<file path="config.mk">
export PLATFORM = sky130hd
export DESIGN_NAME = onetotwo_demux_stream
export DESIGN_NICKNAME = d
export VERILOG_FILES = /design/src/rtl/demux_pkg.sv /design/src/rtl/demux_out_slot.sv /design/src/rtl/onetotwo_demux_stream.sv
export SDC_FILE = /design/constraint.sdc
export NUM_CORES = 1
export LEC_CHECK = 0
export CAP_MARGIN = 20
export CORE_UTILIZATION = 42
export CTS_CLUSTER_DIAMETER = 150
export DETAILED_ROUTE_END_ITERATION = 6
export PLACE_DENSITY = 0.82
export SETUP_SLACK_MARGIN = 0.02
export SLEW_MARGIN = 10
export SYNTH_ARGS = -nofsm -noshare
export SYNTH_HDL_FRONTEND = slang
export SYNTH_SLANG_ARGS = --single-unit
</file>
<file path="constraint.sdc">
create_clock -name CLK -period 3.5 [get_ports CLK]
set_input_delay 0.7 -clock CLK [delete_from_list [all_inputs] [get_ports CLK]]
set_output_delay 0.7 -clock CLK [all_outputs]
set_load 0.05 [all_outputs]
</file>
<file path="src/rtl/demux_pkg.sv">
// demux_pkg: shared widths, select encodings and slot state type for the 1-to-2 stream demux
package demux_pkg;
  localparam int DEMUX_WIDTH_DEF = 8;
  localparam int CNT_W = 16;
  localparam logic SEL_A = 1'b0;
  localparam logic SEL_B = 1'b1;
  typedef enum logic [0:0] {SLOT_EMPTY, SLOT_FULL} slot_state_t;
endpackage

</file>
<file path="src/rtl/demux_out_slot.sv">
// demux_out_slot: one-word output register with EMPTY/FULL state; transfer counter when DEMUX_CNT_EN is defined
module demux_out_slot
  import demux_pkg::*;
#(
  parameter int WIDTH = DEMUX_WIDTH_DEF
) (
  input  logic             clk,
  input  logic             rst_n,
  input  logic             load,
  input  logic [WIDTH-1:0] d,
  input  logic             ready,
  output logic [WIDTH-1:0] q,
  output logic             valid
`ifdef DEMUX_CNT_EN
  ,
  output logic [CNT_W-1:0] cnt
`endif
);
  slot_state_t state_q, state_d;
  logic [WIDTH-1:0] data_q, data_d;
  logic drain;
  assign drain = (state_q == SLOT_FULL) && ready;
  // a load always wins; load only happens when the slot is empty or draining, so the word is never lost
  always_comb begin
    state_d = load ? SLOT_FULL : (drain ? SLOT_EMPTY : state_q);
    data_d  = load ? d : data_q;
  end
  // slot register; data is kept after drain, only reset clears it
  always_ff @(posedge clk or negedge rst_n) begin
    if (!rst_n) begin
      state_q <= SLOT_EMPTY;
      data_q  <= '0;
    end else begin
      state_q <= state_d;
      data_q  <= data_d;
    end
  end
  assign q     = data_q;
  assign valid = (state_q == SLOT_FULL);
`ifdef DEMUX_CNT_EN
  logic [CNT_W-1:0] cnt_q, cnt_d;
  // count output transfers, wrapping naturally at the counter width
  always_comb cnt_d = drain ? cnt_q + 1'b1 : cnt_q;
  // counter register
  always_ff @(posedge clk or negedge rst_n) begin
    if (!rst_n) cnt_q <= '0;
    else cnt_q <= cnt_d;
  end
  assign cnt = cnt_q;
`endif
endmodule

</file>
<file path="src/rtl/onetotwo_demux_stream.sv">
// onetotwo_demux_stream: registered 1-to-2 valid/ready demux; CNT_A/CNT_B ports exist only with DEMUX_CNT_EN
module onetotwo_demux_stream
  import demux_pkg::*;
#(
  parameter int WIDTH = DEMUX_WIDTH_DEF
) (
  input  logic             CLK,
  input  logic             RST_N,
  input  logic             S,
  input  logic [WIDTH-1:0] Z,
  input  logic             Z_VALID,
  output logic             Z_READY,
  output logic [WIDTH-1:0] A,
  output logic             A_VALID,
  input  logic             A_READY,
  output logic [WIDTH-1:0] B,
  output logic             B_VALID,
  input  logic             B_READY
`ifdef DEMUX_CNT_EN
  ,
  output logic [CNT_W-1:0] CNT_A,
  output logic [CNT_W-1:0] CNT_B
`endif
);
  logic load_a, load_b;
  // ready reflects only the selected slot, so a stalled branch never blocks the other
  always_comb begin
    Z_READY = (S == SEL_A) ? (!A_VALID || A_READY) : (!B_VALID || B_READY);
    load_a  = Z_VALID && Z_READY && (S == SEL_A);
    load_b  = Z_VALID && Z_READY && (S == SEL_B);
  end
  demux_out_slot #(.WIDTH(WIDTH)) u_slot_a (
    .clk(CLK), .rst_n(RST_N), .load(load_a), .d(Z), .ready(A_READY), .q(A), .valid(A_VALID)
`ifdef DEMUX_CNT_EN
    , .cnt(CNT_A)
`endif
  );
  demux_out_slot #(.WIDTH(WIDTH)) u_slot_b (
    .clk(CLK), .rst_n(RST_N), .load(load_b), .d(Z), .ready(B_READY), .q(B), .valid(B_VALID)
`ifdef DEMUX_CNT_EN
    , .cnt(CNT_B)
`endif
  );
endmodule

</file>
==> impl_metrics.env, run 1 <==
export IMPL_status="complete, no violations"
export IMPL_clk_latency_ns=0.29
export IMPL_period_needed_ns=2.99
export IMPL_ys_ff_latch=18
export IMPL_p_int_uw=411
export IMPL_synthToLayoutAreaGrowth_pct=53.6
export IMPL_clkPwrFrac=0.192
export IMPL_yosys_warnings=0
export IMPL_gp_congestion=0.672
export IMPL_dieHeight_um=42.9
export IMPL_cts_tree="done"
export IMPL_remaining_drc_errors=0
export IMPL_reg2reg_slack_ns=2.10
export IMPL_rr_startpoint="u_slot_a.valid"
export IMPL_viasPerCell=4.83
export IMPL_clock_root_buffer="clkbuf_4"
export IMPL_p_switching_uw=251
export IMPL_drv_cap=0
export IMPL_cts_hold_buf=0
export IMPL_crit_path_start_kind="input port"
export IMPL_fmax_mhz=334
export IMPL_vias=464
export IMPL_combPwrFrac=0.414
export IMPL_drt_pass1_iter_count=2
export IMPL_ys_types=12
export IMPL_synthesis_area_um2=703
export IMPL_nets=95
export IMPL_totalWireLength_mm=1.33
export IMPL_drtAntennaViolNets=0
export IMPL_track_usage=0.168
export IMPL_cpMostUsedCell="clkdlybuf4s50_1"
export IMPL_setup_ws_ns=0.507
export IMPL_grt_pass1_vias=522
export IMPL_antenna_found_initial=0
export IMPL_timing_setup_tns_ns=0
export IMPL_grt_pass1_wl_mm=2.26
export IMPL_clock_sinks=18
export IMPL_synth_nets=58
export IMPL_fin_worst_skew_ns=0.00376
export IMPL_die_area_um2=1840
export IMPL_clk_pin_slew_ns=0.10
export IMPL_setup_viol=0
export IMPL_grt_overflow_total=0
export IMPL_worstSetupPathType="in -> out"
export IMPL_dp_cells=92
export IMPL_core_rowCount=14
export IMPL_fill_cells=118
export IMPL_coreArea_um2=1540
export IMPL_synth_area_per_cell_um2=16.0
export IMPL_post_cts_buffers=0
export IMPL_port_buffer_count=32
export IMPL_wl_per_cell_um=13.9
export IMPL_fin_cells=96
export IMPL_whs_path_depth=1
export IMPL_postSynthCellCount=44
export IMPL_drt_iter0_drc=4
export IMPL_place_ws_ns=0.499
export IMPL_cp_end_kind="output port"
export IMPL_swShare=0.379
export IMPL_hpwl_mm=1.02
export IMPL_p_per_area_nw_per_um2=613
export IMPL_h_tree_depth=1
export IMPL_crit_required_ns=2.80
export IMPL_reg2reg_depth=3
export IMPL_min_path_type="reg -> reg"
export IMPL_p_leak_uw=0.000448
export IMPL_path_max_fanout=5
export IMPL_vdd_drop_max_mv=0.354
export IMPL_finalMaxSlewViolations=0
export IMPL_die_width_um=42.9
export IMPL_seq_power_share=0.394
export IMPL_cp_slowest_cell="clkdlybuf4s50_1"
export IMPL_ctsResizeCount=0
export IMPL_start_util=0.456
export IMPL_arrival_ns=2.29
export IMPL_relSlewSlack=0.484
export IMPL_hold_path_startpoint="u_slot_b.q[5]"
export IMPL_final_hold_viol_count=0
export IMPL_rr_endpoint="u_slot_a.q[7]"
export IMPL_cts_buffer_depth=2
export IMPL_cpPeakStageDelay_ns=0.81
export IMPL_rsz0062_at_grt="false"
export IMPL_yosysSeqAreaShare=0.641
export IMPL_cp_cell_sequence="clkdlybuf4s50_1 -> nor2_1 -> a21oi_1 -> clkdlybuf4s50_1"
export IMPL_holdPathEnd="u_slot_b.q[5]"
export IMPL_fin_crit_sh=0.855
export IMPL_tightest_slew_ns=0.771
export IMPL_cts_buffers=3
export IMPL_antenna_cells=0
export IMPL_io_pins=33
export IMPL_grt_max_degree=19
export IMPL_drive_gt1_frac=0.288
==> critical path: cells and delay by family <==
family	cells	cell delay (ns)
buffers and inverters	2	1.39
and+or+nand+nor	1	0.08
AOI/OAI and AO/OA	1	0.12
==> area by class of cell <==
| type | instances | area (µm²) | share of cell area |
|---|---|---|---|
| Timing Repair Buffer | 32 | 320 | 0.297 |
| Sequential cell | 18 | 450 | 0.417 |
| Multi-Input combinational cell | 25 | 249 | 0.231 |
| Tap cell | 16 | 20.0 | 0.0185 |
| Clock buffer | 4 | 36.3 | 0.0336 |
| Inverter | 1 | 3.75 | 0.00348 |
==> flip-flops by register name, indices dropped and copies added, names as in the netlist <==
signal / count
u_slot_a.q: 8
u_slot_b.q: 8
u_slot_a.valid: 1
u_slot_b.valid: 1
==> cell families after synthesis <==
| family | after synthesis | synth area share |
|---|---|---|
| buffers and inverters | 1 | 0.00533 |
| multiplexers | 16 | 0.256 |
| flip-flops | 18 | 0.641 |
| AND/OR/NAND/NOR | 7 | 0.0836 |
| AO/OA/AOI/OAI | 2 | 0.0142 |
==> how the worst max path moves through the flow <==
stage	start	end	depth (start not counted)
after CTS	S	Z_READY	4
after global routing	S	Z_READY	4
after global placement	S	Z_READY	4
after floorplan	A_READY	Z_READY	3
after detailed placement	S	Z_READY	4
final	S	Z_READY	4
==> layer usage <==
metal	wire length (µm)	up-vias	track usage	part of all wire
li1	-	226	-	-
met1	562	224	0.214	0.42
met2	703	14	0.279	0.53
met3	66	0	0.0383	0.050
met4	0	0	0.0563	0
met5	0	-	0	0
==> synth_stat cells <==
library cell / instances / area (µm²)
nand2b_2: 1 / 8.76
nor2b_1: 1 / 6.26
nand2b_1: 1 / 6.26
nand2_1: 1 / 3.75
dfrtp_1: 18 / 450
a21oi_1: 1 / 5.00
nor2_1: 1 / 3.75
nor2_4: 1 / 11.3
mux2_2: 16 / 180
inv_1: 1 / 3.75
o21ai_0: 1 / 5.00
nor3b_4: 1 / 18.8
==> power groups by stage <==
| stage | clock network (µW) | logic (µW) | registers (µW) |
|---|---|---|---|
| 2_1_floorplan | 0 | 45.2 | 392 |
| 3_3_place_gp | 0 | 273 | 264 |
| 3_5_place_dp | 0 | 275 | 266 |
| 4_1_cts | 130 | 276 | 262 |
| 5_1_grt | 137 | 283 | 266 |
| 6_report | 127 | 274 | 261 |
==> per-stage QoR <==
stage / hold slack [ns] / power (µW) / utilization / area, µm²
global route: 0.534 / 687 / 0.700 / 1080
finish: 0.516 / 662 / 0.700 / 1080
floorplan: 0.404 / 437 / - / 703
global placement: 0.490 / 537 / 0.677 / 1040
CTS: 0.519 / 668 / 0.700 / 1080
detailed placement: 0.496 / 541 / 0.677 / 1040
==> cell usage in the layout (no fill, tap or decap) <==
| cell | n |
|---|---|
| nand2b_2 | 1 |
| nor2_4 | 1 |
| inv_1 | 1 |
| nand2_1 | 1 |
| o21ai_0 | 1 |
| a21oi_1 | 1 |
| nor2b_1 | 1 |
| nor3b_4 | 1 |
| dfrtp_1 | 18 |
| nor2_1 | 1 |
| clkbuf_4 | 3 |
| nand2b_1 | 1 |
| clkdlybuf4s50_1 | 32 |
| mux2_2 | 16 |
| clkbuf_8 | 1 |
No activity file was read; power rests on OpenSTA's default activity.
==> run 2, diff against run 1 <==
--- a/config.mk
+++ b/config.mk
@@ -9,6 +9,7 @@
 export CORE_UTILIZATION = 42
 export CTS_CLUSTER_DIAMETER = 150
 export DETAILED_ROUTE_END_ITERATION = 6
+export GPL_TIMING_DRIVEN = 0
 export PLACE_DENSITY = 0.82
 export SETUP_SLACK_MARGIN = 0.02
 export SLEW_MARGIN = 10
==> impl_metrics.env, run 2 (synthesis gave the netlist of run 1 again) <==
export IMPL_status="complete, no violations"
export IMPL_nets=95
export IMPL_worstSetupPathType="in -> out"
export IMPL_core_rowCount=14
export IMPL_port_buffer_count=32
export IMPL_drive_gt1_frac=0.278
export IMPL_antenna_found_initial=0
export IMPL_cts_buffers=3
export IMPL_vias=468
export IMPL_ctsResizeCount=0
export IMPL_min_path_type="reg -> reg"
export IMPL_fin_crit_sh=0.852
export IMPL_cts_tree="done"
export IMPL_rr_endpoint="u_slot_a.q[7]"
export IMPL_remaining_drc_errors=0
export IMPL_multi_input_area_um2=249
export IMPL_io_pins=33
export IMPL_stdcell_area_um2=1070
export IMPL_path_max_fanout=5
export IMPL_synthToLayoutAreaGrowth_pct=51.6
export IMPL_fmax_mhz=335
export IMPL_die_area_um2=1840
export IMPL_final_hold_viol_count=0
export IMPL_hpwl_um=985
export IMPL_finalMaxSlewViolations=0
export IMPL_gp_congestion=0.663
export IMPL_seq_area_um2=450
export IMPL_drt_pass1_iter_count=2
export IMPL_drtAntennaViolNets=0
export IMPL_cts_buffer_depth=2
export IMPL_viasPerCell=4.93
export IMPL_p_leak_uw=0.000441
export IMPL_coreArea_um2=1540
export IMPL_reg2reg_slack_ns=2.11
export IMPL_reg2reg_depth=3
export IMPL_period_needed_ns=2.98
export IMPL_die_width_um=42.9
export IMPL_mostFrequentLayoutCell="clkdlybuf4s50_1"
export IMPL_fill_cells=115
export IMPL_p_per_area_nw_per_um2=594
export IMPL_whs_path_depth=1
export IMPL_grt_overflow_total=0
export IMPL_clock_root_buffer="clkbuf_4"
export IMPL_antenna_cells=0
export IMPL_crit_path_start_kind="input port"
export IMPL_arrival_ns=2.28
export IMPL_hold_path_startpoint="u_slot_a.q[3]"
export IMPL_clk_latency_ns=0.28
export IMPL_drt_iter0_drc=1
export IMPL_post_cts_buffers=0
export IMPL_setup_viol=0
export IMPL_h_tree_depth=1
export IMPL_cp_end_kind="output port"
export IMPL_grt_pass1_vias=511
export IMPL_grt_max_degree=19
export IMPL_totalWireLength_mm=1.31
export IMPL_drv_cap=0
export IMPL_relSlewSlack=0.454
export IMPL_wl_per_cell_um=13.8
export IMPL_rr_startpoint="u_slot_a.valid"
export IMPL_clk_pin_slew_ns=0.09
export IMPL_holdPathEnd="u_slot_a.q[3]"
export IMPL_clock_sinks=18
export IMPL_start_util=0.456
export IMPL_track_usage=0.166
export IMPL_timing_setup_tns_ns=0
export IMPL_mostFrequentLayoutCells="32 x clkdlybuf4s50_1, 18 x dfrtp_1, 16 x mux2_2"
export IMPL_dieHeight_um=42.9
export IMPL_grt_pass1_wl_mm=2.21
export IMPL_fin_worst_skew_ns=0.000570
export IMPL_postPlaceCellArea_um2=1040
export IMPL_rsz0062_at_grt="false"
export IMPL_vdd_drop_max_mv=0.358
export IMPL_crit_required_ns=2.80
export IMPL_cts_hold_buf=0
export IMPL_tightest_slew_ns=0.817
## run 2: changes by cell type in the layout (fill, tap and decap cells not counted), sizes merged
cell,before,now
clkbuf,4,3
## run 2: critical path: stages
cell	delay, ns
clkdlybuf4s50_1	0.58
nor2_1	0.07
a21oi_1	0.12
clkdlybuf4s50_1	0.82
## run 2: worst max-delay path by stage
| stage | startpoint | to | slack, ns | cells past startpoint |
|---|---|---|---|---|
| final | S | Z_READY | 0.52 | 4 |
| after global routing | S | Z_READY | 0.45 | 4 |
| after CTS | S | Z_READY | 0.52 | 4 |
| after detailed placement | S | Z_READY | 0.52 | 4 |
| after global placement | S | Z_READY | 0.52 | 4 |
| after floorplan | A_READY | Z_READY | 1.19 | 3 |
## run 2: final cells by class
cell class | count | share of cell area
Tap cell | 16 | 0.0188
Sequential cell | 18 | 0.423
Multi-Input combinational cell | 25 | 0.234
Clock buffer | 3 | 0.0211
Inverter | 1 | 0.00352
Timing Repair Buffer | 32 | 0.300
## run 2: power breakdown
| group | switching, µW | internal, µW | total [µW] | leakage, µW |
|---|---|---|---|---|
| Sequential | 17.9 | 243 | 261 | 0.000212 |
| Clock | 58.7 | 40.0 | 98.7 | 0.0000138 |
| Combinational | 169 | 104 | 273 | 0.000215 |
## run 2: per-stage QoR
step	instances	setup slack (ns)	power [µW]	hold slack (ns)	utilization
3_3_place_gp	92	0.524	537	0.491	0.677
2_1_floorplan	44	1.19	437	0.404	-
3_5_place_dp	92	0.517	541	0.495	0.677
4_1_cts	95	0.517	640	0.518	0.692
5_1_grt	95	0.452	660	0.532	0.692
6_report	95	0.517	633	0.513	0.692
## run 2: metal layers
metal	track usage	vias to the layer above	wire length [µm]
li1	-	223	-
met2	0.267	16	697
met4	0.0938	0	29
met5	0	-	0
met3	0.0426	4	62
met1	0.201	225	518
